File: src/rtl/acc_dispatch_pkg.sv
// Shared types and constants for the accelerator dispatch controller.
package acc_dispatch_pkg;

  typedef enum logic [1:0] {
    IDLE = 2'd0,
    RUN  = 2'd1,
    DONE = 2'd2
  } state_t;

  localparam int OPC_NOP = 0;
  localparam int OPC_FFT = 1;
  localparam int OPC_FIR = 2;
  localparam int OPC_IIR = 3;

  localparam int DEFAULT_NUM_ACC = 3;

endpackage

File: src/rtl/acc_watchdog.sv
// Loadable down-counter that flags expiry on the last permitted RUN cycle.
// With TIMEOUT_CYCLES=0 the watchdog is disabled and never expires.
module acc_watchdog #(
  parameter int TIMEOUT_CYCLES = 1024
) (
  input  logic i_clk,
  input  logic i_rst_n,
  input  logic i_load,
  input  logic i_run,
  output logic o_expired
);

  generate
    if (TIMEOUT_CYCLES == 0) begin : g_off
      logic w_unused;
      assign w_unused  = &{1'b0, i_clk, i_rst_n, i_load, i_run};
      assign o_expired = 1'b0;
    end else begin : g_on
      localparam int CNT_W = $clog2(TIMEOUT_CYCLES + 1);
      // Loading T-1 makes expiry fall on the T-th RUN cycle, so the enable
      // stays high for exactly T cycles.
      localparam logic [CNT_W-1:0] LOAD_VAL = CNT_W'(TIMEOUT_CYCLES - 1);

      logic [CNT_W-1:0] r_count;

      // Count down once per RUN cycle, saturating at zero.
      always_ff @(posedge i_clk or negedge i_rst_n) begin
        if (!i_rst_n) begin
          r_count <= '0;
        end else if (i_load) begin
          r_count <= LOAD_VAL;
        end else if (i_run && (r_count != '0)) begin
          r_count <= r_count - CNT_W'(1);
        end
      end

      assign o_expired = i_run && (r_count == '0);
    end
  endgenerate

endmodule

File: src/rtl/acc_dispatch_ctrl.sv
// Dispatch controller: accepts one opcode, enables one accelerator, waits
// for its read and write completion (any order), then pulses completion.
// All outputs are registered.
module acc_dispatch_ctrl
  import acc_dispatch_pkg::*;
#(
  parameter int NUM_ACC        = DEFAULT_NUM_ACC,
  parameter int OPCODE_W       = 2,
  parameter int INSTR_W        = 32,
  parameter int TIMEOUT_CYCLES = 1024
) (
  input  logic               clk,
  input  logic               reset,
  input  logic [INSTR_W-1:0] instruction,
  input  logic               instr_valid,
  output logic               instr_ready,
  input  logic [NUM_ACC-1:0] read_done,
  input  logic [NUM_ACC-1:0] write_done,
  output logic [NUM_ACC-1:0] acc_enable,
  output logic               acc_done,
  output logic               acc_error,
  output logic               busy
);

  state_t               r_state;
  state_t               w_state_nxt;
  logic [NUM_ACC-1:0]   r_sel;
  logic [NUM_ACC-1:0]   w_sel_nxt;
  logic [NUM_ACC-1:0]   w_opc_onehot;
  logic [NUM_ACC-1:0]   w_en_nxt;
  logic                 r_rd_seen;
  logic                 r_wr_seen;
  logic                 w_rd_nxt;
  logic                 w_wr_nxt;
  logic                 w_done_nxt;
  logic                 w_err_nxt;
  logic                 w_wd_load;
  logic                 w_wd_expired;
  logic                 w_run;
  logic                 w_rd_sel;
  logic                 w_wr_sel;
  logic [OPCODE_W-1:0]  w_opcode;
  logic                 w_opc_nop;
  logic                 w_opc_legal;
  logic                 w_unused_instr;

  // Only the opcode field is decoded; the rest of the word is don't-care.
  assign w_opcode       = instruction[OPCODE_W-1:0];
  assign w_unused_instr = |instruction;

  // Opcode k (1..NUM_ACC) selects accelerator k-1; anything else is NOP or illegal.
  always_comb begin
    w_opc_onehot = '0;
    for (int i = 0; i < NUM_ACC; i++) begin
      w_opc_onehot[i] = (w_opcode == OPCODE_W'(i + 1));
    end
  end

  assign w_opc_nop   = (w_opcode == OPCODE_W'(OPC_NOP));
  assign w_opc_legal = |w_opc_onehot;

  // Done inputs of non-selected accelerators are masked off here.
  assign w_rd_sel = |(read_done & r_sel);
  assign w_wr_sel = |(write_done & r_sel);
  assign w_run    = (r_state == RUN);

  acc_watchdog #(
    .TIMEOUT_CYCLES(TIMEOUT_CYCLES)
  ) u_watchdog (
    .i_clk     (clk),
    .i_rst_n   (reset),
    .i_load    (w_wd_load),
    .i_run     (w_run),
    .o_expired (w_wd_expired)
  );

  // State register.
  always_ff @(posedge clk or negedge reset) begin
    if (!reset) begin
      r_state <= IDLE;
    end else begin
      r_state <= w_state_nxt;
    end
  end

  // Next state, capture flags and next values of the registered outputs.
  always_comb begin
    w_state_nxt = r_state;
    w_sel_nxt   = r_sel;
    w_rd_nxt    = r_rd_seen;
    w_wr_nxt    = r_wr_seen;
    w_en_nxt    = '0;
    w_done_nxt  = 1'b0;
    w_err_nxt   = 1'b0;
    w_wd_load   = 1'b0;
    case (r_state)
      IDLE: begin
        if (instr_valid && instr_ready) begin
          if (w_opc_legal) begin
            w_sel_nxt   = w_opc_onehot;
            w_rd_nxt    = 1'b0;
            w_wr_nxt    = 1'b0;
            w_wd_load   = 1'b1;
            w_en_nxt    = w_opc_onehot;
            w_state_nxt = RUN;
          end else if (!w_opc_nop) begin
            w_err_nxt = 1'b1;
          end
        end
      end
      RUN: begin
        w_rd_nxt = r_rd_seen | w_rd_sel;
        w_wr_nxt = r_wr_seen | w_wr_sel;
        // Completion wins over a watchdog expiring in the same cycle.
        if (w_rd_nxt && w_wr_nxt) begin
          w_done_nxt  = 1'b1;
          w_state_nxt = DONE;
        end else if (w_wd_expired) begin
          w_done_nxt  = 1'b1;
          w_err_nxt   = 1'b1;
          w_state_nxt = DONE;
        end else begin
          w_en_nxt = r_sel;
        end
      end
      DONE: begin
        w_state_nxt = IDLE;
      end
      default: begin
        w_state_nxt = IDLE;
      end
    endcase
  end

  // Registered outputs and run context.
  always_ff @(posedge clk or negedge reset) begin
    if (!reset) begin
      r_sel       <= '0;
      r_rd_seen   <= 1'b0;
      r_wr_seen   <= 1'b0;
      acc_enable  <= '0;
      acc_done    <= 1'b0;
      acc_error   <= 1'b0;
      busy        <= 1'b0;
      instr_ready <= 1'b1;
    end else begin
      r_sel       <= w_sel_nxt;
      r_rd_seen   <= w_rd_nxt;
      r_wr_seen   <= w_wr_nxt;
      acc_enable  <= w_en_nxt;
      acc_done    <= w_done_nxt;
      acc_error   <= w_err_nxt;
      busy        <= (w_state_nxt != IDLE);
      instr_ready <= (w_state_nxt == IDLE);
    end
  end

endmodule

File: config.mk
export PLATFORM = sky130hd
export DESIGN_NAME = acc_dispatch_ctrl
export DESIGN_NICKNAME = d
export VERILOG_FILES = /design/src/rtl/acc_dispatch_pkg.sv /design/src/rtl/acc_watchdog.sv /design/src/rtl/acc_dispatch_ctrl.sv
export SDC_FILE = /design/constraint.sdc
export NUM_CORES = 1
export LEC_CHECK = 0
export CAP_MARGIN = 20
export CELL_PAD_IN_SITES_DETAIL_PLACEMENT = 1
export CELL_PAD_IN_SITES_GLOBAL_PLACEMENT = 1
export CORE_UTILIZATION = 34
export DETAILED_ROUTE_END_ITERATION = 6
export GPL_ROUTABILITY_DRIVEN = 0
export HOLD_SLACK_MARGIN = 0.05
export PLACE_DENSITY = 0.88
export SLEW_MARGIN = 40
export SYNTH_ARGS = -nofsm -noshare
export SYNTH_HDL_FRONTEND = slang
export SYNTH_HIERARCHICAL = 1
export SYNTH_SLANG_ARGS = --single-unit
File: constraint.sdc
create_clock -name clk -period 5.5 [get_ports clk]
set_input_delay 0.825 -clock clk [delete_from_list [all_inputs] [get_ports clk]]
set_output_delay 0.825 -clock clk [all_outputs]
set_load 0.1 [all_outputs]
Word level (Yosys, flattened, before mapping)
Cells that the tools add are included.
- $add $sub $neg: 1
- equal/unequal tests: 6
- reduce and logical (&&, ||, !) cells: 17
- bitwise logic cells: 4
- mux-type cells: 27
- operators by type and width (kind ; count):
    two-way mux 11 bit ; 2
    two-way mux 1 bit ; 12
    two-way mux 3 bit ; 4
    logical NOT 11 bit ; 1
    nonzero test 11 bit ; 1
    subtractor 11 x 1 -> 11 bit, second input constant ; 1
    OR reduction 3 bit ; 3
    two-way mux 2 bit ; 4
    bitwise AND 3 bit ; 2
    logical NOT 2 bit ; 3
    one-hot mux 1 bit (2 select lines) ; 3
    one-hot mux 3 bit (2 select lines) ; 1
    AND reduction 3 bit ; 2
    nonzero test 2 bit ; 3
    == test 2 x 1 -> 1 bit, second input constant ; 2
    == test 2 bit, second input constant ; 2
    logical AND 1 bit ; 4
    inequality test 2 bit, second input constant ; 2
    one-hot mux 2 bit (2 select lines) ; 1
    OR 1 bit ; 2
- register bits after elaboration: 25

Longest topological paths before layout
Gate-level depths: netlist of the first run.
- word-level depth: 7
- depth in mapped cells: 6

By module
The synthesis of the first run kept the hierarchy.
- by module, submodules not included (module ; cells each ; times used ; area each (um^2)):
    acc_watchdog ; 63 ; 1 ; 629.4
    acc_dispatch_ctrl ; 49 ; 1 ; 594.3

Worst setup path before layout of the first run
No wires, ideal clock.
- path kind: register to register
- start: register instr_ready
- end: register u_watchdog.g_on.r_count[10]
- cell stages (with the launch flop): 6
- arrival: 1.681 ns
- setup time: 0.126 ns
- slack: 3.693 ns
- path through: dfstp_2 > and4bb_2 > o21ai_0 > inv_1 > inv_1 > o311a_1
- word-level cells in the longest chain between the ends: 4
- elaborated cells between the ends (all ways): 5
- those cells by class: mux: 3; reduce/logical: 2
- RTL lines (item ; RTL line ; RTL):
    start, declared ; acc_dispatch_ctrl.sv:16 ; output logic instr_ready,
    start signal, assigned ; acc_dispatch_ctrl.sv:154 ; instr_ready <= (w_state_nxt == IDLE);
    logical AND 1 bit (*) ; acc_dispatch_ctrl.sv:98 ; if (instr_valid && instr_ready) begin
    two-way mux 1 bit (*) ; acc_dispatch_ctrl.sv:98 ;
    two-way mux 1 bit (*) ; acc_dispatch_ctrl.sv:96 ; case (r_state)
    named net w_wd_load ; acc_dispatch_ctrl.sv:37 ; logic w_wd_load;
    two-way mux 11 bit or nonzero test 2 bit (tied branches) ; n/a ;
    end signal, assigned ; acc_watchdog.sv:33 ; r_count <= r_count - CNT_W'(1);
    end, declared ; acc_watchdog.sv:24 ; logic [CNT_W-1:0] r_count;
Mark *: on every way through the listed nets, which the timed path passes. The rest lies on a longest branch.
A chain may end at the register's enable or synchronous reset.

Final worst setup path of the first run
- start: register instr_ready
- end: output port instr_ready
No word-level cell between the ends.

==> flow_summary.ini, run 1 <==
[power_and_ir_drop]
power_frac_comb_pct = 47.7
peakVddDrop_mv = 0.161
clkPwrFrac_pct = 12.2
power_switching_w = 0.000339
p_per_area_nw_per_um2 = 486
p_leak_nw = 0.601
seqPwrFrac_pct = 40.1
switching_share_pct = 48.6
intPower_w = 0.000358

[final_layout]
nets = 175
final_area_sq_um = 1430
instances_no_fill = 178
drive_above_1_share_pct = 20.5
diodes = 0
syn2layout_area_growth_pct = 17.2
layout.core_utilization_pct = 42.3

[min_path]
min_path_type = input pin to asynchronous set/reset pin

[die]
die_area_sq_um = 3840
die_x_microns = 62.0
start_util_pct = 36.1
rows = 21
io_pins = 48
core_sq_um = 3390
die_h_microns = 62.0

[logic_synthesis]
syn-instance-count = 112
seq_area_frac_synth_pct = 51.2
ys_types = 43
synthArstFlopShare_pct = 100
yosysWarnings = 6
ys_ff_latch = 25
synth_nets = 154
yosysMostFrequentCell = dfrtp_1
synth_area_sq_um = 1220
yosys.area.top_type_share_pct = 49.1
yosysTopAreaCell = dfrtp_1
ys_top_cells_by_count = 24 x dfrtp_1, 11 x inv_1, 11 x nand2_1
yosys-top-cells-area = dfrtp_1 49%, inv_1 3.4%, nand2_1 3.4%
synth-edff-count = 0
synth_area_per_cell_sq_um = 10.9
synth_flop_cell = dfrtp_1

[route]
dr.pass1.iters = 4
first_iter_violations = 35
wl_per_cell_microns = 16.1
dr_total_vias = 967
via_per_inst = 5.43
drc = 0
routed_wl_microns = 2870
ant_nets = 0

[clock_network]
clk_pin_slew_ns = 0.14
cts-resized-gates = 0
numCtsBuffers = 3
cts_root_buffer = clkbuf_4
htreeDepth = 1
cts.hold.buffers_added = 0
clock_path_buffers = 2
insertion_delay_ns = 0.33
cts_tree = done
post_cts_buffers = 0
cts.sinks = 25

[setup_path]
path_buf_inv = 1
cp_slowest_cell = dfstp_2
arrival_ns = 1.31
critPathKind = register to output port
required_ns = 4.68
cpLargestDelayFamily = flip-flops
cp_max_fo = 3
crit_path_end_kind = output port
critPathMaxStageDelay_ns = 0.56
start_kind = register
crit_path_cell_trace = buf_2

[sta]
post-route-min-period_ns = 2.13
fin_ws_ns = 3.37
finalClockSkew_ns = 0.00305
max_freq_ghz = 0.469
worstMarginPinSlew_ns = 0.563
fin_crit_sh_pct = 38.8
worst_slew_margin_rel_pct = 62.5
drv_slew = 0
rsz0062_at_grt = no
hold_viol_final = 0
fin_tns_setup_ns = 0
finalSetupViolations = 0

[placement]
post-place-ws_ns = 3.08
dpl-instance-area_sq_um = 1400
portBuffers = 17
placed_cells = 174
dp_hpwl_microns = 2130

[global_routing]
use_met1_pct = 16.8
antenna_found_initial = 0
grt_pass1_vias = 981
overflow = 0
grt_pass1_wl_microns = 4510
top_usage_layer = met2
grtUsageMet3_pct = 4.55
grt_use_total_pct = 16.2
grt_use_met2_pct = 31.5
grt_max_degree = 26

[status]
status = complete, no violations

[run]
max-cap-violations = 0
## path summary, 6_finish.rpt
check,end,slack [ns],cells past startpoint,start
max,instr_ready,3.37,1,instr_ready
min,r_wr_seen,0.47,1,reset
max reg2reg,r_state[0],3.51,5,u_watchdog/g_on.r_count[4]
min reg2reg,instr_ready,0.52,1,r_state[0]
max in group asynchronous,busy,4.66,1,reset
min in group clk,instr_ready,0.52,1,r_state[0]
## cells in the final DEF (no fill, tap or decap), types with 2 or more instances in the layout
master            n
a22oi_2           3
clkbuf_4          3
a31oi_1           3
nor3b_1           2
nor3_1            3
dfrtp_1          24
buf_2             8
a21oi_1           4
o21a_1            2
nand2_1          11
o32ai_1           2
clkdlybuf4s50_1   9
or3_1             2
nand3_1           3
inv_1            11
a21boi_0          2
a22o_2            2
o21ai_0           6
nor2_1            4
## state kept, by name (all words and copies together) (netlist names)
register	cells
busy	1
r_rd_seen	1
r_state	2
acc_error	1
r_sel	3
acc_enable	3
instr_ready	1
r_wr_seen	1
acc_done	1
u_watchdog/g_on.r_count	11
## logic make-up (layout without fill, tap and decap cells)
logic type | count (synthesis) | in the layout | synth area share, %
compound gates | 35 | 35 | 23.7
buf+inv | 12 | 32 | 3.99
xor+xnor | 1 | 1 | 0.716
fa+ha+maj | 1 | 1 | 1.02
simple gates | 38 | 38 | 19.3
flops | 25 | 25 | 51.2
## per-layer routing
layer / up-vias / part of all wire [%]
met5: - / 0
met3: 4 / 4.3
met2: 26 / 53
met4: 0 / 0.66
li1: 454 / -
met1: 483 / 42
## power by group through the flow
stage / Clock [W] / Combinational [W] / Sequential (W)
after floorplan: 0 / 0.000144 / 0.000400
after global placement: 0 / 0.000337 / 0.000278
after detailed placement: 0 / 0.000332 / 0.000283
after CTS: 0.0000898 / 0.000333 / 0.000279
after global routing: 0.0000934 / 0.000358 / 0.000287
final: 0.0000853 / 0.000332 / 0.000280
## area by class of cell
type / instances / area, sq um
fillers: 386 / 1960
flip-flops and latches: 25 / 627
multi-input cells: 75 / 551
repair buffers: 17 / 130
well taps: 46 / 57.6
inverters: 11 / 41.3
clock buffers: 3 / 22.5
clock inverters: 1 / 5.00
## metrics by stage
stage	hold slack [ns]	total power [W]
after floorplan	0.444	0.000544
after global placement	0.470	0.000614
after detailed placement	0.497	0.000615
after CTS	0.474	0.000702
after global routing	0.498	0.000738
final	0.466	0.000697
(Power assumes the default switching activity.)
==> inputs of run 2 (changes only) <==
--- a/config.mk
+++ b/config.mk
@@ -8,11 +8,11 @@
 export CAP_MARGIN = 20
 export CELL_PAD_IN_SITES_DETAIL_PLACEMENT = 1
 export CELL_PAD_IN_SITES_GLOBAL_PLACEMENT = 1
-export CORE_UTILIZATION = 34
+export CORE_UTILIZATION = 32
 export DETAILED_ROUTE_END_ITERATION = 6
 export GPL_ROUTABILITY_DRIVEN = 0
 export HOLD_SLACK_MARGIN = 0.05
-export PLACE_DENSITY = 0.88
+export PLACE_DENSITY = 0.84
 export SLEW_MARGIN = 40
 export SYNTH_ARGS = -nofsm -noshare
 export SYNTH_HDL_FRONTEND = slang
==> constraint.sdc (replaced) <==
create_clock -name clk -period 2.15 [get_ports clk]
set_input_delay 0.3225 -clock clk [delete_from_list [all_inputs] [get_ports clk]]
set_output_delay 0.3225 -clock clk [all_outputs]
set_load 0.1 [all_outputs]
==> run 2 against run 1 <==
Effect of this change: clock-buffer cell count up 1; final area up 4.4%; largest cell class unchanged; first-iteration DRC count down 14%.
==> flow_summary.ini, run 2 (same netlist as run 1, synthesis figures left out) <==
[setup_path]
arrival_ns = 2.11
cp_max_fo = 6
start_kind = register
critPathKind = register to register
required_ns = 2.29
crit_path_end_kind = register

[final_layout]
syn2layout_area_growth_pct = 22.3
instances_no_fill = 183
final_cell_mix = 24 x dfrtp_1, 11 x inv_1, 11 x nand2_1
diodes = 0
reg_top3 = u_watchdog/g_on.r_count x11, acc_enable x3, r_sel x3
drive_above_1_share_pct = 20.0
nFillCells = 419
final_common_cell = dfrtp_1
layout.core_utilization_pct = 40.9
top_register = u_watchdog/g_on.r_count
largest_reg_flops = 11
nets = 178

[sta]
holdWs_ns = 0.416
worstMarginPinSlew_ns = 0.461
rsz0062_at_grt = no
finalClockSkew_ns = 0.00153
finalSetupViolations = 0
drv_slew = 0
fin_crit_sh_pct = 91.3
post-route-min-period_ns = 1.96
worst_slew_margin_rel_pct = 69.2
hold_viol_final = 0
max_freq_ghz = 0.509
fin_tns_setup_ns = 0

[clock_network]
insertion_delay_ns = 0.26
cts.hold.buffers_added = 0
numCtsBuffers = 3
cts_tree = done
cts-resized-gates = 0
htreeDepth = 1
cts_root_buffer = clkbuf_8
post_cts_buffers = 0
cts.sinks = 25
clk_pin_slew_ns = 0.08
clock_path_buffers = 2

[route]
wl_per_cell_microns = 15.4
ant_nets = 0
dr_total_vias = 954
drc = 0
routed_wl_microns = 2820
via_per_inst = 5.21
dr.pass1.iters = 4
first_iter_violations = 30

[global_routing]
grt_use_total_pct = 15.6
grt_pass1_wl_microns = 4910
grt_pass1_vias = 1067
grt_max_degree = 26
antenna_found_initial = 0
overflow = 0

[min_path]
min_path_type = input pin to asynchronous set/reset pin

[run]
max-cap-violations = 0

[die]
die_h_microns = 63.8
die_area_sq_um = 4080
start_util_pct = 33.4
io_pins = 48
core_sq_um = 3660
die_x_microns = 63.8
rows = 22

[placement]
dp_hpwl_microns = 2200
portBuffers = 17
placed_cells = 179

[power_and_ir_drop]
peakVddDrop_mv = 0.408
p_leak_nw = 0.623
total_power_w = 0.00188
p_per_area_nw_per_um2 = 1250

[status]
status = complete, no violations
[run 2: cell count changes in the layout (fill, tap and decap cells not counted), sizes merged]
cell | before | now
clkdlybuf4s50 | 9 | 10
buf | 8 | 10
clkbuf | 3 | 4
clkinv | 1 | 0
[run 2: critical path: stages, from the launching register on]
cell and delay [ns]:
dfrtp_1 0.42, inv_1 0.10, ha_1 0.27, or3b_2 0.53
o311ai_4 0.30, or3_1 0.16, nand3_1 0.07
[run 2: final timing paths]
check	depth (start not counted)	start	slack, ns	endpoint
max	6	u_watchdog/g_on.r_count[0]	0.19	u_watchdog/g_on.r_count[7]
min	2	reset	0.42	acc_enable[2]
min reg2reg	1	r_state[0]	0.51	instr_ready
max in group asynchronous	2	reset	1.44	instr_ready
max reg2reg	6	u_watchdog/g_on.r_count[0]	0.19	u_watchdog/g_on.r_count[7]
min in group clk	1	r_state[0]	0.51	instr_ready
[run 2: where the power goes]
group	internal [W]	total, W	switching (W)
clock network	0.000132	0.000274	0.000142
registers	0.000607	0.000715	0.000108
logic	0.000277	0.000886	0.000609
total	0.00102	0.00188	0.000858
[run 2: final cells by class]
class                           instances  area, sq um  area share [%]
Clock buffer                            4         45.0            3.01
Sequential cell                        25          627            41.9
Timing Repair Buffer                   20          175            11.7
Inverter                               11         41.3            2.76
Tap cell                               48         60.1            4.01
Multi-Input combinational cell         75          548            36.6
[run 2: metrics by stage]
stage	setup slack, ns	area [sq um]
final	0.186	1500
after global routing	0.0674	1500
after CTS	0.169	1500
after detailed placement	0.186	1450
after global placement	0.243	1450
after floorplan	0.343	1220
[run 2: per-layer routing]
metal  vias to the layer above  global-route usage [%]  wire, microns
met3                         6                    2.14            102
met1                       467                    17.3           1190
met5                         -                       0              0
met4                         0                    6.53             54
met2                        21                    29.4           1480
li1                        460                       -              -
==> inputs of run 3 (changes only) <==
--- a/config.mk
+++ b/config.mk
@@ -5,10 +5,11 @@
 export SDC_FILE = /design/constraint.sdc
 export NUM_CORES = 1
 export LEC_CHECK = 0
+export ABC_AREA = 1
 export CAP_MARGIN = 20
 export CELL_PAD_IN_SITES_DETAIL_PLACEMENT = 1
 export CELL_PAD_IN_SITES_GLOBAL_PLACEMENT = 1
-export CORE_UTILIZATION = 32
+export CORE_UTILIZATION = 31
 export DETAILED_ROUTE_END_ITERATION = 6
 export GPL_ROUTABILITY_DRIVEN = 0
 export HOLD_SLACK_MARGIN = 0.05
==> run 3 against run 2 <==
Effect of this change: core utilization shrank 1.0 points; sequential share of layout area shrank 3.4 points; routed wire length grew 13%; combinational power grew 52%; critical path type unchanged; critical endpoint is now r_state[0].
==> flow_summary.ini, run 3 <==
[global_routing]
grt_pass1_vias = 1276
grt_pass1_wl_microns = 5730
overflow = 0
grt_use_total_pct = 16.6
antenna_found_initial = 0
grt_max_degree = 26

[sta]
fin_tns_setup_ns = 0
drv_slew = 0
finalSetupViolations = 0
finalClockSkew_ns = 0.00149
hold_viol_final = 0
worst_slew_margin_rel_pct = 75.0
rsz0062_at_grt = no
max_freq_ghz = 0.536
post-route-min-period_ns = 1.87
worstMarginPinSlew_ns = 0.375
fin_crit_sh_pct = 86.7

[final_layout]
largest_reg_flops = 11
drive_above_1_share_pct = 16.5
reg_top3 = u_watchdog/g_on.r_count x11, acc_enable x3, r_sel x3
final-seq-area_sq_um = 627
final_common_cell = nand2_1
final_cell_mix = 56 x nand2_1, 27 x nand3_1, 24 x dfrtp_1
syn2layout_area_growth_pct = 20.1
nets = 243
top_register = u_watchdog/g_on.r_count
diodes = 0
multi_input_area_sq_um = 616
nFillCells = 532

[clock_network]
cts_root_buffer = clkbuf_8
clk_pin_slew_ns = 0.09
htreeDepth = 1
cts.sinks = 25
cts_tree = done
cts.hold.buffers_added = 0
numCtsBuffers = 3
cts-resized-gates = 0
post_cts_buffers = 0
insertion_delay_ns = 0.27
clock_path_buffers = 2

[route]
drc = 0
ant_nets = 0
routed_wl_microns = 3180
dr_total_vias = 1187
first_iter_violations = 65
dr.pass1.iters = 4
via_per_inst = 4.75
wl_per_cell_microns = 12.7

[placement]
portBuffers = 17
dp_hpwl_microns = 2420

[power_and_ir_drop]
p_leak_nw = 0.847
p_per_area_nw_per_um2 = 1510
total_power_w = 0.00246
peakVddDrop_mv = 0.369

[logic_synthesis]
synth_area_per_cell_sq_um = 7.61
ys_types = 21
synth_flop_cell = dfrtp_1
yosysTopAreaCell = dfrtp_1
synth_nets = 220
yosys.area.top_type_share_pct = 44.3
synthArstFlopShare_pct = 100
ys_ff_latch = 25
yosysWarnings = 6
synth_area_sq_um = 1360
ys_top_cells_by_count = 56 x nand2_1, 27 x nand3_1, 24 x dfrtp_1
seq_area_frac_synth_pct = 46.3
syn-instance-count = 178
yosysMostFrequentCell = nand2_1
yosys-top-cells-area = dfrtp_1 44%, nand2_1 16%, nand3_1 10%
synth-edff-count = 0

[setup_path]
arrival_ns = 2.02
r2r_slack_ns = 0.28
rr_startpoint = u_watchdog/g_on.r_count[0]
cp_max_fo = 5
crit_path_end_kind = register
r2r-end = r_state[0]
cp_slowest_cell = dfrtp_1
critPathMaxStageDelay_ns = 0.40
required_ns = 2.31
crit_path_cell_trace = inv_1 -> ha_1 -> nand3_4 -> nor2_4 -> nand3_4 -> nor2_1 -> inv_1 -> nand3_1 -> nand2_1
critPathKind = register to register
worst-r2r-cell-count = 9
start_kind = register

[run]
max-cap-violations = 0

[status]
status = complete, no violations

[min_path]
min_path_type = input pin to asynchronous set/reset pin

[die]
die_area_sq_um = 4640
core_sq_um = 4090
io_pins = 48
die_x_microns = 68.1
start_util_pct = 33.2
die_h_microns = 68.1
rows = 23
run 3: worst max-delay path by stage:
stage	from	endpoint	cells after the start
floorplan	instr_ready	u_watchdog/g_on.r_count[1]	8
global placement	u_watchdog/g_on.r_count[0]	r_state[0]	9
detailed placement	u_watchdog/g_on.r_count[0]	r_state[0]	9
CTS	u_watchdog/g_on.r_count[0]	r_state[0]	9
global route	u_watchdog/g_on.r_count[0]	r_state[0]	9
finish	u_watchdog/g_on.r_count[0]	r_state[0]	9
run 3: kinds of logic (layout without fill, tap and decap cells):
logic type	after synthesis	count (layout)	synth area share (%)
adder cells (fa/ha/maj)	1	1	0.923
buffers and inverters	30	52	8.31
AO/OA/AOI/OAI	11	11	4.06
AND/OR/NAND/NOR	111	111	40.4
flip-flops	25	25	46.3
run 3: final cells by class:
type                            instances  area share [%]
Tap cell                               50            3.84
Clock inverter                          1           0.307
Clock buffer                            3            2.54
Inverter                               29            6.69
Multi-Input combinational cell        123            37.8
Timing Repair Buffer                   19            10.3
Sequential cell                        25            38.5
run 3: per-layer routing:
metal	routed length, microns	vias to the layer above	global-route usage (%)	share of wire, %
met1	1470	565	19.9	46
met2	1580	16	28.7	50
met5	0	-	0	0
met4	61	0	7.81	1.9
li1	-	598	-	-
met3	68	8	2.67	2.1
run 3: worst max-delay path, delay by kind of cell, from the launching register on:
kind                     cells  cell delay (ns)
adder cells (fa/ha/maj)      1             0.25
buffers and inverters        2             0.26
flip-flops                   1             0.40
AND/OR/NAND/NOR              6             0.83
run 3: through the flow:
| stage | utilization [%] | setup slack [ns] | instance area (sq um) | hold slack [ns] | cells |
|---|---|---|---|---|---|
| after floorplan | - | 0.393 | 1360 | 0.0269 | 178 |
| after global placement | 38.7 | 0.347 | 1580 | 0.456 | 246 |
| after detailed placement | 38.7 | 0.288 | 1580 | 0.464 | 246 |
| after CTS | 39.8 | 0.269 | 1630 | 0.426 | 250 |
| after global routing | 39.8 | 0.105 | 1630 | 0.436 | 250 |
| final | 39.8 | 0.285 | 1630 | 0.411 | 250 |
run 3: power breakdown:
| part | internal (W) | switching (W) |
|---|---|---|
| registers | 0.000670 | 0.000155 |
| logic | 0.000399 | 0.000948 |
| clock network | 0.000130 | 0.000156 |
| total | 0.00120 | 0.00126 |
